===== src/rtl/control_unit_fsm.sv =====
// Self-sequencing control unit: latches an instruction on run, steps IDLE->T1[->T2->T3],
// and drives registered Moore strobes for the register file, bus mux and ALU.
module control_unit_fsm #(
  parameter  int REG_W    = 3,
  parameter  int IW       = 16,
  parameter  int CNT_W    = 8,
  localparam int NUM_REGS = 2**REG_W
) (
  input  logic                clock,
  input  logic                resetn,
  input  logic                run,
  input  logic [IW-1:0]       instruction,
  output logic [REG_W:0]      mux_select,
  output logic [NUM_REGS-1:0] regs_write_enable,
  output logic [1:0]          alu_op,
  output logic                reg_A_enable,
  output logic                reg_R_enable,
  output logic                out_enable,
  output logic                busy,
  output logic                done,
  output logic [CNT_W-1:0]    retired_count
);

  if (IW < 3 + 2*REG_W) begin : g_bad_iw
    $error("control_unit_fsm: IW too small for opcode plus two register fields");
  end

  typedef enum logic [1:0] {S_IDLE, S_T1, S_T2, S_T3} state_t;

  localparam logic [2:0] OP_ADD = 3'b000;
  localparam logic [2:0] OP_SUB = 3'b001;
  localparam logic [2:0] OP_NAN = 3'b010;
  localparam logic [2:0] OP_OUT = 3'b100;
  localparam logic [2:0] OP_LDI = 3'b101;
  localparam logic [2:0] OP_REP = 3'b111;

  localparam logic [REG_W:0] MUX_NONE = '1;
  localparam logic [REG_W:0] MUX_DIN  = {1'b1, {REG_W{1'b0}}};
  localparam logic [REG_W:0] MUX_G    = {1'b1, REG_W'(1)};

  typedef struct packed {
    logic [REG_W:0]      mux;
    logic [NUM_REGS-1:0] we;
    logic [1:0]          alu;
    logic                a_en;
    logic                r_en;
    logic                o_en;
    logic                done;
  } out_t;

  localparam out_t OUT_IDLE = '{mux: MUX_NONE, we: '0, alu: 2'b11,
                                a_en: 1'b0, r_en: 1'b0, o_en: 1'b0, done: 1'b0};

  // Strobes for the step the machine is about to enter; registered so they are glitch-free.
  function automatic out_t f_decode(input state_t st, input logic [2:0] op,
                                    input logic [REG_W-1:0] rx, input logic [REG_W-1:0] ry);
    out_t o;
    logic [NUM_REGS-1:0] w_rx_oh;
    o       = OUT_IDLE;
    w_rx_oh = NUM_REGS'(1) << rx;
    case (st)
      S_T1: begin
        case (op)
          OP_ADD, OP_SUB, OP_NAN: begin
            o.mux  = {1'b0, rx};
            o.a_en = 1'b1;
            o.alu  = op[1:0];
          end
          OP_LDI: begin
            o.mux  = MUX_DIN;
            o.we   = w_rx_oh;
            o.done = 1'b1;
          end
          OP_REP: begin
            o.mux  = {1'b0, ry};
            o.we   = w_rx_oh;
            o.done = 1'b1;
          end
          OP_OUT: begin
            o.mux  = {1'b0, rx};
            o.o_en = 1'b1;
            o.done = 1'b1;
          end
          default: o.done = 1'b1;
        endcase
      end
      S_T2: begin
        o.mux  = {1'b0, ry};
        o.r_en = 1'b1;
        o.alu  = op[1:0];
      end
      S_T3: begin
        o.mux  = MUX_G;
        o.we   = w_rx_oh;
        o.alu  = op[1:0];
        o.done = 1'b1;
      end
      default: o = OUT_IDLE;
    endcase
    return o;
  endfunction

  state_t             r_state;
  logic [IW-1:0]      r_ir;
  out_t               r_out;
  logic [CNT_W-1:0]   r_cnt;

  state_t             w_state_nx;
  logic [IW-1:0]      w_ir_nx;
  logic               w_issue;
  logic [2:0]         w_op_nx;
  logic [REG_W-1:0]   w_rx_nx;
  logic [REG_W-1:0]   w_ry_nx;

  if (IW > 3 + 2*REG_W) begin : g_pad
    logic w_unused_pad;
    assign w_unused_pad = ^r_ir[IW-4-2*REG_W:0];
  end

  assign w_issue = run & ((r_state == S_IDLE) | r_out.done);
  assign w_ir_nx = w_issue ? instruction : r_ir;
  assign w_op_nx = w_ir_nx[IW-1 -: 3];
  assign w_rx_nx = w_ir_nx[IW-4 -: REG_W];
  assign w_ry_nx = w_ir_nx[IW-4-REG_W -: REG_W];

  // The final step of any instruction doubles as an issue slot for back-to-back runs.
  always_comb begin
    w_state_nx = S_IDLE;
    if (r_state == S_IDLE || r_out.done) begin
      w_state_nx = run ? S_T1 : S_IDLE;
    end else begin
      case (r_state)
        S_T1:    w_state_nx = S_T2;
        S_T2:    w_state_nx = S_T3;
        default: w_state_nx = S_IDLE;
      endcase
    end
  end

  always_ff @(posedge clock or negedge resetn) begin
    if (!resetn) begin
      r_state <= S_IDLE;
      r_ir    <= '0;
      r_out   <= OUT_IDLE;
      r_cnt   <= '0;
    end else begin
      r_state <= w_state_nx;
      r_ir    <= w_ir_nx;
      r_out   <= f_decode(w_state_nx, w_op_nx, w_rx_nx, w_ry_nx);
      if (r_out.done) r_cnt <= r_cnt + CNT_W'(1);
    end
  end

  assign mux_select        = r_out.mux;
  assign regs_write_enable = r_out.we;
  assign alu_op            = r_out.alu;
  assign reg_A_enable      = r_out.a_en;
  assign reg_R_enable      = r_out.r_en;
  assign out_enable        = r_out.o_en;
  assign done              = r_out.done;
  assign busy              = (r_state != S_IDLE);
  assign retired_count     = r_cnt;

endmodule

===== config.mk =====
export PLATFORM = sky130hd
export DESIGN_NAME = control_unit_fsm
export DESIGN_NICKNAME = d
export VERILOG_FILES = /design/src/rtl/control_unit_fsm.sv
export SDC_FILE = /design/constraint.sdc
export NUM_CORES = 1
export LEC_CHECK = 0
export BUFFER_PORTS_ARGS = -buffer_cell sky130_fd_sc_hd__buf_2
export CAP_MARGIN = 20
export CORE_ASPECT_RATIO = 0.75
export CORE_MARGIN = 2
export CORE_UTILIZATION = 46
export DETAILED_ROUTE_END_ITERATION = 6
export GPL_ROUTABILITY_DRIVEN = 0
export GPL_TIMING_DRIVEN = 0
export HOLD_SLACK_MARGIN = 0.06
export PLACE_DENSITY = 0.84
export SLEW_MARGIN = 0
export SYNTH_ARGS = -nofsm -noshare
export SYNTH_HDL_FRONTEND = slang
export SYNTH_SLANG_ARGS = --single-unit

===== constraint.sdc =====
create_clock -name clock -period 1.9 [get_ports clock]
set_clock_uncertainty 0.05 [all_clocks]
set_input_delay 0.285 -clock clock [delete_from_list [all_inputs] [get_ports clock]]
set_output_delay 0.285 -clock clock [all_outputs]
set_load 0.01 [all_outputs]

# After elaboration in Yosys (flattened, before gate mapping)
# Index checks and enable logic that the tools add are counted.
classes:
  eq_ne: 10
  bitwise: 2
  n_shift: 1
  addsub: 1
  n_reduce_logical: 8
  mux: 16
op_table:
  columns: ["operator", "n"]
  rows:
  - ["4-bit one-hot mux with 3 select lines", 2]
  - ["16-bit 2-to-1 mux", 1]
  - ["8-bit one-hot mux with 2 select lines", 1]
  - ["3-bit equality test, second input constant", 3]
  - ["8-bit by 1-bit adder with 8-bit output, second input constant", 1]
  - ["8-bit 2-to-1 mux", 1]
  - ["2-bit one-hot mux with 2 select lines", 2]
  - ["1-bit by 3-bit << shifter with 8-bit output, first input constant", 1]
  - ["2-bit equality test, second input constant", 3]
  - ["1-bit 2-to-1 mux", 6]
  - ["2-bit by 1-bit equality test with 1-bit output, second input constant", 2]
  - ["2-bit OR reduction", 2]
  - ["4-bit OR reduction", 1]
  - ["3-bit by 1-bit equality test with 1-bit output, second input constant", 1]
  - ["3-bit by 2-bit equality test with 1-bit output, second input constant", 1]
  - ["3-bit zero test", 1]
  - ["3-bit 2-to-1 mux", 1]
  - ["3-bit OR reduction", 1]
  - ["2-bit zero test", 1]
  - ["2-bit 2-to-1 mux", 1]
  - ["1-bit one-hot mux with 2 select lines", 1]
  - ["2-bit nonzero test", 1]
  - ["1-bit AND", 1]
  - ["1-bit logical OR", 1]
  - ["1-bit bitwise OR", 1]
word_totals:
  ff_bits: 44
  output_inout_bits: 27
  in_bits: 19

# Logic depth before layout (Yosys ltp)
# Gate-level depths: netlist (run 1).
logic_depth:
  ltp_word: 8
  ltp_mapped: 9
  mapped_depth_nobuf: 7

# Least setup slack after synthesis (run 1)
# OpenSTA, ideal clock, no wires.
synth_timing:
  kind: "register -> register"
  from: "register r_state[0]"
  to: "register r_out (netlist bit done)"
  stages_incl_launch_ff: 8
  required_time_ns: 1.722
  slack_ns: 0.123
  arrival_time_ns: 1.600
  setup_ns: 0.128
  path_buffers: 1
  cell_sequence: "dfrtp_1 > inv_1 > ha_1 > buf_6 > o21ai_4 > mux2_4 > a311oi_2 > a21oi_1"
synth_via:
  elab_chain_len: 8
  word_cells_on_any_way: 17
  cone_classes: "eq/ne: 6; mux: 5; bitwise: 2; reduce/logical: 4"
synth_lines:
  columns: ["element", "line", "rtl"]
  rows:
  - ["start: declaration", "103", "state_t r_state;"]
  - ["start signal: assignment", "147", "r_state <= w_state_nx;"]
  - ["2-bit zero test *", "120", "assign w_issue = run & ((r_state == S_IDLE) | r_out.done);"]
  - ["1-bit bitwise OR *", "120", null]
  - ["1-bit AND *", "120", null]
  - ["16-bit 2-to-1 mux *", "121", "assign w_ir_nx = w_issue ? instruction : r_ir;"]
  - ["net w_ir_nx[15]", "109", "logic [IW-1:0] w_ir_nx;"]
  - ["3-bit by 1-bit equality test with 1-bit output, or another cell as far along", "63", "case (op)"]
  - ["3-bit OR reduction *", null, null]
  - ["1-bit 2-to-1 mux *", "63", null]
  - ["1-bit one-hot mux with 2 select lines *", "61", "case (st)"]
  - ["end signal: assignment", "149", "r_out <= f_decode(w_state_nx, w_op_nx, w_rx_nx, w_ry_nx);"]
  - ["end: declaration", "105", "out_t r_out;"]
# Mark *: on every way through the listed nets, which the timed path passes. The rest lies on a longest branch.
# A chain may end at the register's enable or synchronous reset.

# Worst setup path after layout (run 1)
layout_timing:
  from: "register r_state[1]"
  to: "register r_out (netlist bit regs_write_enable[3])"
layout_via:
  word_cells_on_any_way: 17
  cone_classes: "eq/ne: 6; shift: 1; mux: 5; bitwise: 2; reduce/logical: 3"
layout_rtl:
  columns: ["element", "line", "rtl"]
  rows:
  - ["2-bit zero test *", "120", null]
  - ["1-bit bitwise OR *", "120", null]
  - ["1-bit AND *", "120", null]
  - ["16-bit 2-to-1 mux *", "121", null]
  - ["net w_ir_nx[12]", "109", null]
  - ["1-bit by 3-bit << shifter with 8-bit output *", "60", "w_rx_oh = NUM_REGS'(1) << rx;"]
  - ["8-bit 2-to-1 mux", "63", null]
  - ["8-bit one-hot mux with 2 select lines *", "61", null]
# Marks and branches as above.

==> results of run 1 <==
power by group through the flow:
stage                     clock network (mW)  registers (mW)  logic (mW)
after floorplan                            0            1.32       0.901
after global placement                     0            1.26        1.32
after detailed placement                   0            1.27        1.35
after CTS                              0.608            1.26        1.41
after global routing                   0.643            1.31        1.63
final                                  0.602            1.27        1.48
registers in the layout, summed over array words and instances, names as in the netlist:
name and flops:
retired_count 8, r_state 2, out_enable 1, reg_R_enable 1, regs_write_enable 8, reg_A_enable 1, r_ir 9, done 1
mux_select 4, alu_op 2
cells in the mapped netlist (5+ instances only):
cell type and number:
xnor2_1 5, dfstp_2 6, a21oi_1 9, inv_1 10
nor2_1 12, dfrtp_1 31, nor3_1 5, nand2_1 20
mux2i_1 5
stage by stage:
step / power (mW) / worst slack [ps] / setup TNS, ps
global route: 3.58 / -33.3 / -33.3
floorplan: 2.22 / 123 / 0
CTS: 3.28 / 20.8 / 0
detailed placement: 2.62 / -41.4 / -58.4
finish: 3.35 / 69.2 / 0
global placement: 2.57 / -10.0 / -10.0
final cells by class:
| type | instances | area, sq um | share of cell area (%) |
|---|---|---|---|
| tap | 52 | 65.1 | 3.11 |
| buffer | 5 | 31.3 | 1.50 |
| clock buffer | 7 | 96.3 | 4.61 |
| sequential | 37 | 933 | 44.6 |
| clock inverter | 1 | 5.00 | 0.239 |
| multi-input combinational | 100 | 696 | 33.3 |
| inverter | 11 | 41.3 | 1.97 |
| timing repair buffer | 40 | 223 | 10.7 |
path summary, 6_finish.rpt:
check / end / slack, ps / depth (start not counted)
max reg2reg: regs_write_enable[3] / 70 / 7
min reg2reg: retired_count[7] / 420 / 1
max in group asynchronous: r_state[0] / 740 / 2
min: r_ir[7] / 150 / 3
max: regs_write_enable[3] / 70 / 7
min in group asynchronous: retired_count[0] / 560 / 2
routing by layer:
metal | part of all wire (%) | wire length (um) | GRT usage (%)
met5 | 0 | 0 | 0
met4 | 1.6 | 55 | 7.27
met3 | 7.9 | 282 | 7.54
met2 | 45 | 1600 | 26.5
met1 | 45 | 1610 | 25.1
kinds of logic after synthesis:
family	share of synthesized area, %
XOR/XNOR	4.68
flip-flops	55.4
AND/OR/NAND/NOR	14.3
multiplexers	5.42
buffers and inverters	4.98
adder cells (fa/ha/maj)	2.23
AO/OA/AOI/OAI	12.9
worst register-to-register path: cells and delay by family (launching register included):
| family | cells | cell delay, ps |
|---|---|---|
| compound gates | 1 | 170 |
| buf+inv | 2 | 220 |
| mux | 1 | 310 |
| fa+ha+maj | 1 | 190 |
| simple gates | 2 | 470 |
| flops | 1 | 350 |
timing repair:
item / CTS / global route
setup endpoints to repair: 6 / 12
endpoints found under the hold margin: 31 / 0
pin swaps: 1 / 3
hold buffers: 1 / 0
buffers inserted: 1 / 1
gates resized for setup: 1 / 5
==> flow_summary.toml, run 1 <==
[timing]
finalCritPeriodShare_pct = 96.4
min_period_ps = 1830
hold_viol = 0
maxSlewViolCount = 0
holdWs_ps = 151
tightest_slew_ps = 794
relSlewSlack_pct = 47.1
max_freq_mhz = 546
setup_viol = 0

[worst_setup_path]
crit_type = "register to register"
start_kind = "register"
crit_start = "r_state[1]"
cp.arrival_ps = 1990
worst-path-max-fanout = 8
path_delay_family = "simple AND/OR/NAND/NOR gates"
worstPathRequired_ps = 2060
reg2reg_from = "r_state[1]"
critPathSlowestCell = "dfrtp_1"
critical_path_buf_inv_count = 2
cpPeakStageDelay_ps = 350
crit_chain = "inv_1, ha_4, o21ai_4, buf_12, mux2_4, nand3b_1, nor3_2"
end_kind = "register"

[global_routing]
grt_overflow_total = 0
grt_pass1_vias = 1228
grt_pass1_wl_um = 5660
grt_max_degree = 38
antenna_found_initial = 0
grtUsageTotal_pct = 18.6

[floorplan]
ios = 46
die_w_um = 73.9
fp.dieH_um = 56.4
rows = 19
start_util_pct = 46.9
dieArea_sq_mm = 0.00417
coreArea_sq_mm = 0.00359

[layout]
stdcell_count = 253
synthToLayoutAreaGrowth_pct = 24.1
nFillCells = 313
mostFrequentLayoutCells = "buf_2 (41), dfrtp_1 (31), nand2_1 (20)"
finalCoreUtilization_pct = 58.2
fin_nets = 222
layout_commonest_cell = "buf_2"
num_antenna_cells = 0
final_area_sq_mm = 0.00209
layout-drive-gt1-share_pct = 36.3

[synthesis]
synth_area_sq_mm = 0.00168
synth.net_count = 176
synth_area_leaders = "dfrtp_1 (46%), dfstp_2 (9.4%), nand2_1 (4.5%), mux2i_1 (3.0%), a21oi_1 (2.7%)"
yosys_warnings = 0
synth_edf_count = 0
synth-seq-cells = 37
yosysTopAreaCell = "dfrtp_1"
yosysSeqAreaShare_pct = 55.4
syn_area_per_cell_sq_um = 10.9
async_flop_share_pct = 100
synthCells = 154
yosys.area.top_type_share_pct = 46.1
synth_cell_types = 39
synth-main-ff-cell = "dfrtp_1"

[routing]
drc = 0
drt_iter0_markers = 94
vias = 1305
routed_wl_um = 3550
wire_per_inst_um = 14.0
ant_nets = 0
dr.pass1.iters = 4
vias_per_cell = 5.16

[clocking]
cts_tree = "done"
clk_pin_slew_ps = 70
htree_levels = 2
cts-root-buf = "clkbuf_8"
clockBufferDepth = 2
cts_sinks = 37
clk_latency_ps = 290
cts_made_buffers = 5

[pwr]
clock_power_share_pct = 17.9
powerDensity_mw_per_mm2 = 1600
irDropWorstVdd_uv = 612
internal_power_mw = 2.06
leakagePower_nw = 1.05
seqPwrFrac_pct = 37.8
power_switching_mw = 1.29
swShare_pct = 38.6
power_frac_comb_pct = 44.3

[min_path]
holdCritStartpoint = "instruction[7]"
hold_class = "input port to register"

[placed_design]
dpl_cell_area_sq_mm = 0.00193
dp_hpwl_um = 2380
dp.cells = 243
portBuffers = 37

[run]
drv_cap = 0

[run_status]
status = "finished, final reports clean"
Note: power is estimated with default switching activity, not from simulation.
==> run 2, diff against run 1 <==
PLACE_DENSITY = 0.83   (was 0.84)
==> run 2 against run 1 <==
Against the previous run:
- final cell count is 2.0% higher
- register-to-register slack lost 60 ps
- clock power decreased by 12%
- highest routed layer unchanged
- largest power group unchanged
- sequential power about the same
- die area unchanged
- sequential share of layout area down 0.42 points
- non-clock buffer count increased by 5
==> flow_summary.toml, run 2 (synthesized netlist as in run 1, its figures left out) <==
[routing]
vias = 1270
routed_wl_um = 3390
vias_per_cell = 4.92
drt_iter0_markers = 37
wl_met2_um = 1470
top_layer_used = "met4"
wl_met3_um = 146
drt-met1-wl_um = 1720
wire_per_inst_um = 13.1
dr.pass1.iters = 4
drc = 0
ant_nets = 0

[pwr]
clock_power_share_pct = 15.9
internal_power_mw = 2.03
irDropWorstVdd_uv = 843
leakagePower_nw = 1.07
powerDensity_mw_per_mm2 = 1570
swShare_pct = 38.7
power_frac_comb_pct = 45.9
power_switching_mw = 1.28
seqPwrFrac_pct = 38.2

[layout]
layout_commonest_cell = "buf_2"
mostFrequentLayoutCells = "buf_2 (41), dfrtp_1 (31), nand2_1 (20)"
num_antenna_cells = 0
largest_register_ffs = 9
layout-drive-gt1-share_pct = 38.3
fin_nets = 227
nFillCells = 295
final_area_sq_mm = 0.00211
regMostFlops = "r_ir"
synthToLayoutAreaGrowth_pct = 25.3

[worst_setup_path]
cpPeakStageDelay_ps = 340
end_kind = "register"
worst-path-max-fanout = 7
crit_type = "register to register"
crit_chain = "inv_1, ha_2, buf_6, o21ai_4, buf_12, mux2_4, nand3b_1, nor3_2"
critPathSlowestCell = "dfrtp_1"
path_delay_family = "simple AND/OR/NAND/NOR gates"
critical_path_buf_inv_count = 3
start_kind = "register"
cp.arrival_ps = 2050
worstPathRequired_ps = 2070

[timing]
setup_viol = 0
max_freq_mhz = 530
relSlewSlack_pct = 48.6
maxSlewViolCount = 0
finalCritPeriodShare_pct = 99.3
holdWs_ps = 145
tightest_slew_ps = 771
rsz0062_at_grt = "yes"
min_period_ps = 1890
hold_viol = 0

[placed_design]
dp_hpwl_um = 2360
portBuffers = 37
dpl_cell_area_sq_mm = 0.00193

[clocking]
cts_sinks = 37
cts-root-buf = "clkbuf_8"
clockBufferDepth = 2
clk_latency_ps = 290
cts_made_buffers = 5
clk_pin_slew_ps = 70
cts_tree = "done"
htree_levels = 2

[global_routing]
grt_max_degree = 38
grtUsageTotal_pct = 17.7
grt_overflow_total = 0
grt_pass1_wl_um = 5410
antenna_found_initial = 0
grt_pass1_vias = 1152

[floorplan]
dieArea_sq_mm = 0.00417
start_util_pct = 46.9
die_w_um = 73.9
ios = 46
fp.dieH_um = 56.4
coreArea_sq_mm = 0.00359
rows = 19

[min_path]
hold_class = "input port to register"

[run]
drv_cap = 0

[run_status]
status = "finished, final reports clean"
## run 2: cell count changes in the layout (fill, tap and decap cells not counted), sizes merged
cell	delta
buf	+5
clkbuf	-1
clkinv	+1
## run 2: final timing paths
kind,startpoint,to,slack [ps],cells past startpoint
min in group asynchronous,resetn,r_ir[8],550,2
worst min-delay path,instruction[7],r_ir[7],150,3
worst max register to register,r_state[1],regs_write_enable[3],10,8
worst min register to register,retired_count[7],retired_count[7],420,1
max in group asynchronous,resetn,regs_write_enable[7],760,2
worst max-delay path,r_state[1],regs_write_enable[3],10,8
## run 2: final cells by class
type	count	area (sq um)	area share, %
Multi-Input combinational cell	100	693	32.8
Clock buffer	6	72.6	3.44
Clock inverter	2	10.0	0.474
Inverter	11	41.3	1.96
Tap cell	52	65.1	3.08
Timing Repair Buffer	44	253	12.0
Sequential cell	37	933	44.2
Buffer	6	42.5	2.02
## run 2: metal layers
layer  global-route usage, %  vias to the layer above
met5                       0                        -
met4                    7.79                        0
met3                    7.18                        5
met2                    23.2                       32
met1                    25.5                      608
li1                        -                      625
## run 2: metrics by stage
stage | utilization [%] | TNS (ps) | instances | setup slack, ps | power [mW]
2_1_floorplan | - | 0 | 154 | 123 | 2.22
3_3_place_gp | 53.9 | -7.99 | 243 | -7.99 | 2.58
3_5_place_dp | 53.9 | -15.0 | 243 | -7.08 | 2.61
4_1_cts | 56.7 | 0 | 253 | 0.177 | 3.16
5_1_grt | 58.8 | -83.0 | 258 | -78.3 | 3.54
6_report | 58.8 | 0 | 258 | 13.6 | 3.31
## run 2: tightest hold or removal path, cell delays in order
cell and delay [ps]:
buf_2 90, nand2_1 40, nand2_1 40
## run 2: timing repair
item,CTS,global route
hold endpoints to repair,31,0
setup buffers,1,5
setup endpoints to repair,4,15
resized for setup,0,7
pin swaps,1,3
hold buffers,1,0
## run 2: power by group through the flow
| stage | registers [mW] | logic, mW | clock network, mW |
|---|---|---|---|
| 2_1_floorplan | 1.32 | 0.901 | 0 |
| 3_3_place_gp | 1.26 | 1.32 | 0 |
| 3_5_place_dp | 1.27 | 1.35 | 0 |
| 4_1_cts | 1.25 | 1.37 | 0.537 |
| 5_1_grt | 1.30 | 1.67 | 0.576 |
| 6_report | 1.26 | 1.52 | 0.527 |
==> run 3, diff against run 2 <==
CORE_ASPECT_RATIO = not set   (was 0.75)
==> run 3 against run 2 <==
Against the previous run:
- sequential share of layout area rose by 0.40 points
- final cell count fell by 3.1%
- combinational power barely moved
- maximum frequency barely moved
==> flow_summary.toml, run 3 (synthesized netlist as in run 1, its figures left out) <==
[pwr]
leakagePower_nw = 1.05
irDropWorstVdd_uv = 861
powerDensity_mw_per_mm2 = 1590

[routing]
vias = 1305
wire_per_inst_um = 13.4
drt_iter0_markers = 37
vias_per_cell = 5.22
ant_nets = 0
drc = 0
routed_wl_um = 3350
dr.pass1.iters = 4

[clocking]
htree_levels = 2
cts_tree = "done"
cts_sinks = 37
clk_pin_slew_ps = 110
cts_made_buffers = 5
clockBufferDepth = 2
cts-root-buf = "clkbuf_4"
clk_latency_ps = 360

[layout]
largest_register_ffs = 9
synthToLayoutAreaGrowth_pct = 24.2
final_area_sq_mm = 0.00209
regMostFlops = "r_ir"
fin_nets = 225
layout_commonest_cell = "buf_2"
num_antenna_cells = 0
finalCoreUtilization_pct = 61.2
mostFrequentLayoutCells = "buf_2 (41), dfrtp_1 (31), nand2_1 (20)"
layout-drive-gt1-share_pct = 38.7

[min_path]
hold_class = "input port to register"
holdCritStartpoint = "instruction[9]"

[placed_design]
dpl_cell_area_sq_mm = 0.00193
dp_hpwl_um = 2400
portBuffers = 37
pre_cts_slack_ps = -16.5

[global_routing]
grt_pass1_vias = 1215
grtUsageTotal_pct = 17.4
grt_pass1_wl_um = 5350
grt_max_degree = 38
antenna_found_initial = 0
grt_overflow_total = 0

[worst_setup_path]
start_kind = "register"
worstPathRequired_ps = 2130
crit_start = "r_state[1]"
cp.arrival_ps = 2110
cpPeakStageDelay_ps = 380
end_kind = "register"
cpMostUsedCell = "buf_6"
crit_chain = "inv_2, ha_4, buf_6, o21ai_4, buf_6, mux2_4, nand3b_1, nor3_2"
worst-path-max-fanout = 8
crit_type = "register to register"
reg2reg_from = "r_state[1]"
critPathSlowestCell = "dfrtp_1"

[floorplan]
rows = 21
dieArea_sq_mm = 0.00416
coreArea_sq_mm = 0.00342
die_w_um = 64.5
start_util_pct = 49.3
fp.dieH_um = 64.5
ios = 46

[timing]
finalWorstSetupSlack_ps = 13.1
hold_viol = 0
finalCritPeriodShare_pct = 99.3
setup_viol = 0
max_freq_mhz = 530
holdWs_ps = 85.6
tightest_slew_ps = 781
relSlewSlack_pct = 47.9
min_period_ps = 1890
maxSlewViolCount = 0
rsz0062_at_grt = "yes"

[run]
drv_cap = 0

[run_status]
status = "finished, final reports clean"
## run 3: cell types whose count changed in the layout (fill, tap and decap cells not counted), sizes merged
cell and change:
clkinv -2, clkinvlp +1, bufinv +1, buf -2
## run 3: routing by layer
| metal | global-route usage, % | routed length, um |
|---|---|---|
| met1 | 21.0 | 1420 |
| met2 | 27.9 | 1650 |
| met3 | 6.60 | 202 |
| met4 | 7.18 | 65 |
| met5 | 0 | 0 |
## run 3: what timing repair did
item,CTS,global route
buffers inserted,2,2
endpoints found under the setup margin,3,13
resized for setup,0,10
endpoints found under the hold margin,31,0
pin swaps,1,5
hold buffers,1,0
## run 3: cell type report
cell class	count	area (sq um)
well taps	46	57.6
fillers	287	1320
flip-flops and latches	37	933
clock buffers	6	51.3
multi-input cells	100	699
clock inverters	2	37.5
inverters	11	41.3
plain buffers	6	42.5
repair buffers	42	229
## run 3: through the flow
step | cells | setup TNS, ps | total power, mW
after floorplan | 154 | 0 | 2.22
after global placement | 237 | 0 | 2.58
after detailed placement | 237 | -32.2 | 2.62
after CTS | 248 | 0 | 3.22
after global routing | 250 | -273 | 3.57
final | 250 | 0 | 3.33
## run 3: power breakdown
group,internal [mW],switching (mW)
Sequential,1.08,0.175
Combinational,0.673,0.822
Clock,0.313,0.268
Total,2.07,1.26
## run 3: path summary, 6_finish.rpt
check / to / slack, ps / depth (start not counted)
min in group asynchronous: r_ir[14] / 480 / 2
worst min register to register: retired_count[7] / 430 / 1
worst min-delay path: r_ir[9] / 90 / 3
max in group asynchronous: regs_write_enable[6] / 820 / 2
worst max register to register: regs_write_enable[3] / 10 / 8
worst max-delay path: regs_write_enable[3] / 10 / 8
## run 3: worst max-delay path: cells and delay by family (launching register included)
kind                       cells  cell delay (ps)
AOI/OAI and AO/OA              1              150
adders and majority gates      1              150
buffers and inverters          3              340
DFF                            1              380
muxes                          1              310
and+or+nand+nor                2              430
